==> config.mk <==
export PLATFORM = sky130hd
export DESIGN_NAME = multicycle_control_fsm
export DESIGN_NICKNAME = d
export VERILOG_FILES = /design/src/rtl/multicycle_control_fsm_pkg.sv /design/src/rtl/multicycle_control_fsm_control_output_decode.sv /design/src/rtl/multicycle_control_fsm.sv
export SDC_FILE = /design/constraint.sdc
export NUM_CORES = 1
export LEC_CHECK = 0
export CELL_PAD_IN_SITES_DETAIL_PLACEMENT = 0
export CELL_PAD_IN_SITES_GLOBAL_PLACEMENT = 1
export CORE_MARGIN = 8
export CORE_UTILIZATION = 28
export DETAILED_ROUTE_END_ITERATION = 12
export MAX_ROUTING_LAYER = met4
export PLACE_DENSITY_LB_ADDON = 0.25
export SETUP_SLACK_MARGIN = 0.4
export SLEW_MARGIN = 5
export SYNTH_ARGS = -nofsm -noshare
export SYNTH_HDL_FRONTEND = slang
export SYNTH_SLANG_ARGS = --single-unit
==> constraint.sdc <==
create_clock -name clk -period 3.1 [get_ports clk]
set_clock_uncertainty 0.2 [all_clocks]
set_input_delay 0.465 -clock clk [delete_from_list [all_inputs] [get_ports clk]]
set_output_delay 0.465 -clock clk [all_outputs]
set_load 0.03 [all_outputs]
==> src/rtl/multicycle_control_fsm_pkg.sv <==
// Shared encodings for the multi-cycle RV32I main control unit: states, opcodes,
// ALU control selectors, operand-B selectors and write-back selectors.
package multicycle_control_fsm_pkg;

  typedef enum logic [2:0] {
    ST_IF   = 3'd0,
    ST_ID   = 3'd1,
    ST_EX   = 3'd2,
    ST_MEM  = 3'd3,
    ST_WB   = 3'd4,
    ST_HALT = 3'd5
  } state_t;

  localparam logic [6:0] OP_R      = 7'b0110011;
  localparam logic [6:0] OP_I      = 7'b0010011;
  localparam logic [6:0] OP_LOAD   = 7'b0000011;
  localparam logic [6:0] OP_STORE  = 7'b0100011;
  localparam logic [6:0] OP_BRANCH = 7'b1100011;
  localparam logic [6:0] OP_JAL    = 7'b1101111;
  localparam logic [6:0] OP_JALR   = 7'b1100111;
  localparam logic [6:0] OP_SYSTEM = 7'b1110011;

  localparam logic [1:0] ALU_CTRL_ADD    = 2'b00;
  localparam logic [1:0] ALU_CTRL_BRANCH = 2'b01;
  localparam logic [1:0] ALU_CTRL_FUNCT  = 2'b10;
  localparam logic [1:0] ALU_CTRL_JUMP   = 2'b11;

  localparam logic [1:0] ALU_SRC_B_REG  = 2'b00;
  localparam logic [1:0] ALU_SRC_B_FOUR = 2'b01;
  localparam logic [1:0] ALU_SRC_B_IMM  = 2'b10;

  localparam logic [1:0] WB_SEL_ALUOUT = 2'b00;
  localparam logic [1:0] WB_SEL_MDR    = 2'b01;
  localparam logic [1:0] WB_SEL_PC     = 2'b10;

  // Opcodes that take the EX path; ECALL is handled separately in ID.
  function automatic logic is_exec_opcode(input logic [6:0] op);
    return (op == OP_R) || (op == OP_I) || (op == OP_LOAD) || (op == OP_STORE) ||
           (op == OP_BRANCH) || (op == OP_JAL) || (op == OP_JALR);
  endfunction

endpackage

==> src/rtl/multicycle_control_fsm_control_output_decode.sv <==
// Combinational datapath control decode from current state, opcode and the
// same-cycle memory/branch handshakes; everything is forced low while in reset.
module control_output_decode
  import multicycle_control_fsm_pkg::*;
(
  input  logic       reset_n,
  input  state_t     state,
  input  logic [6:0] opcode,
  input  logic       mem_ready,
  input  logic       alu_bcond,
  output logic       pc_write,
  output logic       pc_source,
  output logic       i_or_d,
  output logic       mem_read,
  output logic       mem_write,
  output logic       ir_write,
  output logic       alu_src_a,
  output logic [1:0] alu_src_b,
  output logic [1:0] alu_ctrl_op,
  output logic       reg_write,
  output logic [1:0] wb_sel,
  output logic       is_halted
);

  always_comb begin
    pc_write    = 1'b0;
    pc_source   = 1'b0;
    i_or_d      = 1'b0;
    mem_read    = 1'b0;
    mem_write   = 1'b0;
    ir_write    = 1'b0;
    alu_src_a   = 1'b0;
    alu_src_b   = ALU_SRC_B_REG;
    alu_ctrl_op = ALU_CTRL_ADD;
    reg_write   = 1'b0;
    wb_sel      = WB_SEL_ALUOUT;
    is_halted   = 1'b0;

    // Reset gates even the IF fetch request so no memory access leaks out.
    if (reset_n) begin
      case (state)
        ST_IF: begin
          mem_read  = 1'b1;
          alu_src_b = ALU_SRC_B_FOUR;
          if (mem_ready) begin
            ir_write = 1'b1;
            pc_write = 1'b1;
          end
        end
        ST_ID: alu_src_b = ALU_SRC_B_IMM;
        ST_EX: begin
          case (opcode)
            OP_R: begin
              alu_src_a   = 1'b1;
              alu_ctrl_op = ALU_CTRL_FUNCT;
            end
            OP_I: begin
              alu_src_a   = 1'b1;
              alu_src_b   = ALU_SRC_B_IMM;
              alu_ctrl_op = ALU_CTRL_FUNCT;
            end
            OP_LOAD, OP_STORE: begin
              alu_src_a = 1'b1;
              alu_src_b = ALU_SRC_B_IMM;
            end
            OP_BRANCH: begin
              alu_src_a   = 1'b1;
              alu_ctrl_op = ALU_CTRL_BRANCH;
              pc_write    = alu_bcond;
              pc_source   = alu_bcond;
            end
            // Link register takes the already-incremented PC on the same edge PC reloads.
            OP_JAL: begin
              alu_ctrl_op = ALU_CTRL_JUMP;
              reg_write   = 1'b1;
              wb_sel      = WB_SEL_PC;
              pc_write    = 1'b1;
              pc_source   = 1'b1;
            end
            OP_JALR: begin
              alu_src_a   = 1'b1;
              alu_src_b   = ALU_SRC_B_IMM;
              alu_ctrl_op = ALU_CTRL_JUMP;
              reg_write   = 1'b1;
              wb_sel      = WB_SEL_PC;
              pc_write    = 1'b1;
            end
            default: ;
          endcase
        end
        ST_MEM: begin
          if (opcode == OP_LOAD) begin
            mem_read = 1'b1;
            i_or_d   = 1'b1;
          end else if (opcode == OP_STORE) begin
            mem_write = 1'b1;
            i_or_d    = 1'b1;
          end
        end
        ST_WB: begin
          reg_write = 1'b1;
          wb_sel    = (opcode == OP_LOAD) ? WB_SEL_MDR : WB_SEL_ALUOUT;
        end
        ST_HALT: is_halted = 1'b1;
        default: ;
      endcase
    end
  end

endmodule

==> src/rtl/multicycle_control_fsm.sv <==
// Multi-cycle RV32I main control FSM: holds the state register and next-state
// logic; datapath controls come from control_output_decode.
module multicycle_control_fsm
  import multicycle_control_fsm_pkg::*;
#(
  parameter logic HALT_ON_ILLEGAL = 1'b0
) (
  input  logic       clk,
  input  logic       reset_n,
  input  logic [6:0] opcode,
  input  logic       alu_bcond,
  input  logic       mem_ready,
  input  logic       halt_req,
  output logic       pc_write,
  output logic       pc_source,
  output logic       i_or_d,
  output logic       mem_read,
  output logic       mem_write,
  output logic       ir_write,
  output logic       alu_src_a,
  output logic [1:0] alu_src_b,
  output logic [1:0] alu_ctrl_op,
  output logic       reg_write,
  output logic [1:0] wb_sel,
  output logic       is_halted
);

  state_t state, next_state;

  always_ff @(posedge clk or negedge reset_n) begin
    if (!reset_n) state <= ST_IF;
    else          state <= next_state;
  end

  always_comb begin
    next_state = state;
    case (state)
      ST_IF: if (mem_ready) next_state = ST_ID;
      ST_ID: begin
        if (opcode == OP_SYSTEM)          next_state = halt_req ? ST_HALT : ST_IF;
        else if (is_exec_opcode(opcode))  next_state = ST_EX;
        else                              next_state = HALT_ON_ILLEGAL ? ST_HALT : ST_IF;
      end
      ST_EX: begin
        case (opcode)
          OP_R, OP_I:         next_state = ST_WB;
          OP_LOAD, OP_STORE:  next_state = ST_MEM;
          default:            next_state = ST_IF;
        endcase
      end
      // Memory stalls keep us here with the request held steady.
      ST_MEM: begin
        if (opcode == OP_LOAD)       next_state = mem_ready ? ST_WB : ST_MEM;
        else if (opcode == OP_STORE) next_state = mem_ready ? ST_IF : ST_MEM;
        else                         next_state = ST_IF;
      end
      ST_WB:   next_state = ST_IF;
      ST_HALT: next_state = ST_HALT;
      default: next_state = ST_IF;
    endcase
  end

  control_output_decode u_decode (
    .reset_n     (reset_n),
    .state       (state),
    .opcode      (opcode),
    .mem_ready   (mem_ready),
    .alu_bcond   (alu_bcond),
    .pc_write    (pc_write),
    .pc_source   (pc_source),
    .i_or_d      (i_or_d),
    .mem_read    (mem_read),
    .mem_write   (mem_write),
    .ir_write    (ir_write),
    .alu_src_a   (alu_src_a),
    .alu_src_b   (alu_src_b),
    .alu_ctrl_op (alu_ctrl_op),
    .reg_write   (reg_write),
    .wb_sel      (wb_sel),
    .is_halted   (is_halted)
  );

endmodule
==> run summary, run 1 <==
The flow ran to the end, and the final reports show no timing, DRC or antenna violations. The part of the total power dissipated in the clock network is 0.365. The total of buffers placed on input and output ports came out at 26. The maximum clock frequency is 0.385 GHz.

The switching fraction of total power is 0.334. The logic depth of the worst register-to-register path is 4. The first TritonRoute pass finished after 4 iterations. STA classifies the critical path startpoint as an input pin. The height of the die came out at 59.3 µm. The library cell used most frequently in the layout, excluding fill and tap cells, is buf_4. The post-layout worst setup margin is 0.503 ns. The distinct cell type count after synthesis came out at 33.

Adding up every negative setup slack in the final design gives 0 ns. Setup repair after global routing left no endpoint under its margin. The sequential area share after synthesis is 0.143. The power share of the sequential group is 0.253. The via count of the first global-routing pass came out at 716. The cts-stage hold buffer count came out at 0. The net switching power came out at 61.0 µW. The static leakage came out at 0.400 nW. The core region area came out at 1750 µm². The final HPWL from detailed placement is 1.37 mm. The starting utilization of the core area is 0.300. The maximum number of pins on one net before global-route repair is 14. The total count of max-transition violations in the final report came out at 0.

The die area is 3510 µm². After detailed routing, the average wire length per cell comes to 13.7 µm. The clock sink count came out at 3. The total power draw is 183 µW. In this run, CTS created clock tree buffers numbering 3. The reg-to-reg startpoint is state[0]$_DFFE_PN0P_. The global routing usage on met1 came out at 0.129. The area added between synthesis and finish came out at 61.6%. The number of nets in the finished design came out at 121.

The placement-stage worst setup slack is 0.0992 ns. The width of the chip came out at 59.3 µm. The internal power came out at 122 µW. The setup violation total in the final timing report came out at 0. Across all register-to-register paths, the minimum setup slack is 1.70 ns.

The worst reg2reg path endpoint is state[2]$_DFFE_PN0P_. The later-pin clock latency in the skew report came out at 0.23 ns. The first global-routing pass estimated 2.99 mm of wire.

The via density per instance is 5.30. For met2 alone, demand over resource in global routing was 0.169. The number of vias in the routed layout is 705. The peak-usage layer in the global routing report is met2. The worst supply voltage drop on vdd came out at 179 µV. For met3 alone, demand over resource in global routing was 0.0304. A synthesized cell averages 7.08 µm².

The library cells used most frequently in the layout, excluding fill and tap cells, are buf_4, nand2_1, nor2_1, dlygate4sd2_1. The setup path with the least slack is of type input pin to output port. The critical-path maximum fanout came out at 3. The clock passes through at most 2 buffers. The share of total power in combinational logic came out at 0.382.

In this run the count of I/O pins placed on the die edge is 27. TritonCTS built the clock tree. For this block, the initial DRC count from the detailed router was 26.

The placement row count came out at 15. The net count of the mapped netlist came out at 86. The final global-route overflow total is 0. Counting I/O delays and the setup requirement, the final critical path takes 2.60 ns. The number of warnings printed during yosys synthesis came out at 0. The global routing usage summed across all routing layers came out at 0.107. The antenna diode count is 0. The tree is rooted in a clkbuf_4. The core occupancy in the finished layout is 0.485. The number of flip-flops in the largest register came out at 3. The number of register bits inferred by synthesis is 3. The endpoint arrival time on the critical path came out at 1.93 ns.

The path class of the tightest hold or removal check is input pin to asynchronous set/reset pin. The deepest level of the CTS H-tree came out at 1. The share of the cycle needed by the critical path after routing is 0.838. The worst max-slew margin expressed relative to the limit came out at 0.663.

The wire length reported by the detailed router is 1.82 mm. Ranked by flip-flop count, first place goes to state. The post-synthesis instance area is 524 µm².

The number of maximum-capacitance violations is 0. For the pin with the worst max-slew slack, the measured transition is 0.506 ns. The number of antenna-violating nets in the routed design came out at 0. The initial antenna violation count is 0. After detailed routing, the number of remaining DRC violations is 0. The total power per unit cell area is 216 nW/µm².

The total count of hold-check failures in the final report came out at 0. The largest registers in the layout are state (3). The type of element capturing the critical path is an output port. The worst path required time is 2.43 ns. Of the cells placed in the final design, the portion with a size suffix greater than 1 is 0.269.

The register clock-pin slew on the reported worst setup and hold paths came out at 0.04 ns. The congestion estimate from routability-driven global placement came to 0.870. Counting every instance in the synthesized netlist gives 74.
==> through the flow <==
stage               instance area [µm²]  hold WS (ns)  std cells
floorplan                           524       -0.0306         74
global placement                    801         0.513        128
detailed placement                  801         0.490        128
CTS                                 817         0.471        132
global route                        847         0.481        133
finish                              847         0.465        133
==> power groups by stage <==
stage               registers [mW]  clock network [mW]  logic (mW)
floorplan                   0.0427                   0      0.0425
global placement            0.0460                   0      0.0696
detailed placement          0.0458                   0      0.0689
CTS                         0.0454              0.0674      0.0675
global route                0.0466              0.0710      0.0766
finish                      0.0463              0.0668      0.0699
==> cell type report <==
class	instances	area, µm²
well taps	25	31.3
clock buffers	4	26.3
repair buffers	34	300
multi-input cells	65	407
fillers	188	898
inverters	2	7.51
flip-flops and latches	3	75.1
==> routing by layer <==
metal,wire length (µm),part of all wire
met2,837,0.46
met1,807,0.44
met4,0,0
met3,176,0.097
met5,0,0
==> cell usage after synthesis <==
cell type	number	area, µm²
a2111oi_2	1	15.0
a211o_1	1	8.76
a21oi_1	5	25.0
a311oi_2	1	15.0
a31oi_1	2	12.5
and2_1	1	6.26
and2b_1	1	7.51
and3_1	1	6.26
and3_2	1	7.51
and4bb_2	1	12.5
buf_6	1	11.3
clkbuf_8	3	41.3
dfrtp_1	3	75.1
inv_1	2	7.51
mux2i_1	1	10.0
nand2_1	12	45.0
nand2b_1	1	6.26
nand2b_4	2	27.5
nand3_1	5	25.0
nand4_1	3	18.8
nor2_1	8	30.0
nor2_2	1	6.26
nor2b_1	2	12.5
nor3_1	4	20.0
nor3b_1	1	7.51
nor4_1	1	6.26
o2111ai_1	1	8.76
o21ai_0	3	15.0
o22ai_1	1	6.26
or2_1	1	6.26
or2_2	1	6.26
or3_1	1	6.26
xnor2_1	1	8.76
==> kinds of logic after synthesis <==
group	Yosys count	share of synthesized area
buf+inv	6	0.115
xor+xnor	1	0.0167
compound gates	15	0.203
simple gates	48	0.504
mux	1	0.0191
flops	3	0.143
==> timing repair <==
| item | 4_1_cts | 5_1_grt |
|---|---|---|
| pin swaps | 0 | 3 |
| setup buffers | 0 | 1 |
| hold endpoints to repair | 0 | 0 |
| endpoints found under the setup margin | 10 | 8 |
| gates resized for setup | 12 | 16 |
==> critical path, stage by stage <==
cell and delay, ns:
clkdlybuf4s50_1 0.48, nand4_1 0.12, or2_2 0.32, a21oi_1 0.13
dlygate4sd2_1 0.42
==> worst max-delay path by stage <==
stage                          from             end  slack, ns  depth (start not counted)
after floorplan           opcode[4]        pc_write       0.66                          5
after global placement    opcode[3]  alu_ctrl_op[1]       0.10                          6
after detailed placement  opcode[3]  alu_ctrl_op[1]        0.1                          6
after CTS                 opcode[3]  alu_ctrl_op[1]       0.36                          6
after global routing        reset_n        ir_write       0.42                          5
final                     opcode[6]  alu_ctrl_op[0]       0.50                          5
Note: power is estimated with default switching activity, not from simulation.
==> run 2: changes to the inputs <==
Settings changed: CORE_UTILIZATION 28 to 23.
Clock period 3.1 ns to 2.3 ns, I/O delays scaled along.
==> run 2 against run 1 <==
Against the previous run:
- non-clock buffer count increased by 24
- total power increased by 69%
- via count increased by 17%
- largest power group unchanged
- global-route usage increased by 1.0 points
- clock-buffer cell count unchanged
==> run summary, run 2 (synthesized netlist as in run 1, its figures left out) <==
In this run the critical register-to-register path is launched from state[2]$_DFFE_PN0P_. The kind of cell with the highest combined delay along the critical path is simple AND/OR/NAND/NOR gates. The total count of hold-check failures in the final report came out at 0.

The width of the chip is 63.7 µm. The endpoint identified for the worst register-to-register timing path is state[2]$_DFFE_PN0P_. The run finished with clean final reports. Among all stages on the critical path, the largest delay is contributed by and4bb_4. The top cell types in the final layout, fill and taps aside, are buf_4, buf_6, nand2_1, a21oi_2. The multi-input gate area in the final layout came out at 564 µm². The count of buffering cells on the critical path with inverters included came out at 2.

Traced cell by cell, the critical path runs through buf_6, and4bb_4, nand4_1, a2111oi_4, buf_4. Across the run, the number of max-cap violations was 0. Setup repair after global routing could not meet its margin everywhere. The type of the most critical hold path is input pin to asynchronous set/reset pin.

For the worst flop-to-flop path, the logic depth is 7. The most common cell after layout, fill and taps aside is buf_4. The largest registers in the layout are state (3). The first-pass GRT wire length is 3.80 mm.

The TritonCTS clock tree is yes. The share of the cycle needed by the critical path after routing came out at 0.894. The number of vias in the routed layout is 827.

The clock drives 3 sinks. In this run the clock root is driven by a clkbuf_4. Counting along the longest clock path gives a buffer depth of 2. The total power per unit cell area is 254 nW/µm².

IR analysis of the VDD net gives a maximum drop of 115 µV. The area occupied by registers came out at 78.8 µm². Across every metal layer, demand over resource in global routing totals 0.117. The mean routed wirelength per cell is 15.6 µm.

The wire length reported by the detailed router came out at 2.50 mm. The number of flip-flops in the largest register came out at 3. Hold timing on the final database bottoms out at a slack of 0.117 ns. Using the TritonRoute via totals, the vias-per-cell ratio works out to 5.17.

The starting utilization of the core area came out at 0.239. STA puts the critical path data arrival time at 1.51 ns. The total clock buffers created by CTS is 3. The area added between synthesis and finish came out at 132%.

The initial antenna violation count came to 0. The setup TNS is 0 ns. Summed over all layers, the global routing overflow is 0. The worst stage delay on the critical path is 0.37 ns. Clock-pin slew was measured on the worst setup and hold paths at 0.04 ns. The type of element capturing the critical path is an output port. The antenna diode count came out at 0. The total count of max-transition violations in the final report came to 0.

The critical-path maximum fanout came out at 6. For this run, design rule violations remaining after detail routing come to 0. The largest register by flop count is state. The region available for standard cell placement spans 2190 µm².

The placer's final routability congestion estimate came out at 0.881. Buffers placed on the I/O ports in this run total 26. The first routing iteration left 14 violations. The number of fill cells came out at 197. The maximum number of pins on one net before global-route repair is 11. The via count of the first global-routing pass is 848. For this design the top-level I/O count stands at 27.

For this run, the detailed router's first-pass iteration total came to 4. The die area came out at 4060 µm². The number of nets in the finished design is 145. The proportion of layout cells with a drive suffix above 1 came out at 0.712.

The deepest level of the CTS H-tree is 1. The smallest clock period supported by the final layout is computed as 2.06 ns. For this run, the top clock speed supported by timing is 0.487 GHz. The worst-margin pin slew is 0.296 ns. In this run the vertical extent of the chip is 63.7 µm. The number of antenna-violating nets in the routed design is 0.

Setup violations remaining at the end of the flow were counted as 0. The cts-stage hold buffer count is 0. The worst reg-to-reg setup slack is 0.70 ns. The worst setup path is launched from an input pin. The later-pin clock latency in the skew report came out at 0.26 ns.

In this run the static leakage power is 0.531 nW. The final HPWL from detailed placement is 1.60 mm. Headroom to the max-slew limit came out at 0.801.

By startpoint and endpoint, the worst setup path is classified as input pin to output port. Row generation in the floorplan step produced 17 rows. The worst path required time came out at 1.75 ns.
==> run 2: cell types whose count changed in the layout (fill, tap and decap cells not counted), sizes merged <==
cell and delta:
clkdlybuf4s50 -3, buf +40, clkdlybuf4s15 -1, dlygate4sd2 -4, dlymetal6s2s -5, clkbuf -3
==> run 2: metrics by stage <==
| stage | setup slack (ns) | std cells | instance area (µm²) | total power, mW | utilization |
|---|---|---|---|---|---|
| after floorplan | 0.248 | 74 | 589 | 0.124 | - |
| after global routing | 0.162 | 160 | 1220 | 0.324 | 0.556 |
| after global placement | -0.141 | 143 | 937 | 0.175 | 0.428 |
| final | 0.245 | 160 | 1220 | 0.310 | 0.556 |
| after detailed placement | -0.183 | 143 | 937 | 0.174 | 0.428 |
| after CTS | 0.241 | 154 | 1150 | 0.289 | 0.524 |
==> run 2: cell type report <==
class | instances | share of cell area
Multi-Input combinational cell | 65 | 0.463
Sequential cell | 3 | 0.0647
Timing Repair Buffer | 58 | 0.414
Clock buffer | 4 | 0.0216
Inverter | 2 | 0.00821
Tap cell | 28 | 0.0287
==> run 2: worst max-delay path by stage <==
| stage | slack [ns] | end | startpoint | cells after the start |
|---|---|---|---|---|
| after CTS | 0.24 | pc_write | opcode[2] | 5 |
| after floorplan | 0.25 | i_or_d | opcode[3] | 3 |
| after global placement | -0.14 | pc_write | opcode[5] | 6 |
| final | 0.24 | pc_write | opcode[2] | 5 |
| after global routing | 0.16 | pc_write | alu_bcond | 4 |
| after detailed placement | -0.18 | pc_write | opcode[5] | 6 |
==> run 2: layer usage <==
| metal | GRT usage | vias up | wire length, µm |
|---|---|---|---|
| met2 | 0.210 | 28 | 1260 |
| li1 | - | 387 | - |
| met3 | 0.0261 | 10 | 121 |
| met5 | - | - | 0 |
| met1 | 0.115 | 402 | 1040 |
| met4 | 0.0641 | 0 | 72 |
==> run 2: power by group <==
group | total (mW) | internal [mW] | switching (mW)
clock | 0.104 | 0.0657 | 0.0381
combinational | 0.146 | 0.0718 | 0.0743
sequential | 0.0599 | 0.0554 | 0.00450
total | 0.310 | 0.193 | 0.117
==> run 2: repair_timing <==
item                       in CTS  in global routing
pin swaps                      15                  2
setup buffers                   7                  6
resized for setup              72                  7
setup endpoints to repair      15                 13
==> run 2: worst reg2reg max path, delay by kind of cell (launching register included) <==
family / cells / cell delay (ns)
buffers and inverters: 4 / 0.52
flip-flops: 1 / 0.45
AND/OR/NAND/NOR: 2 / 0.22
AO/OA/AOI/OAI: 1 / 0.12
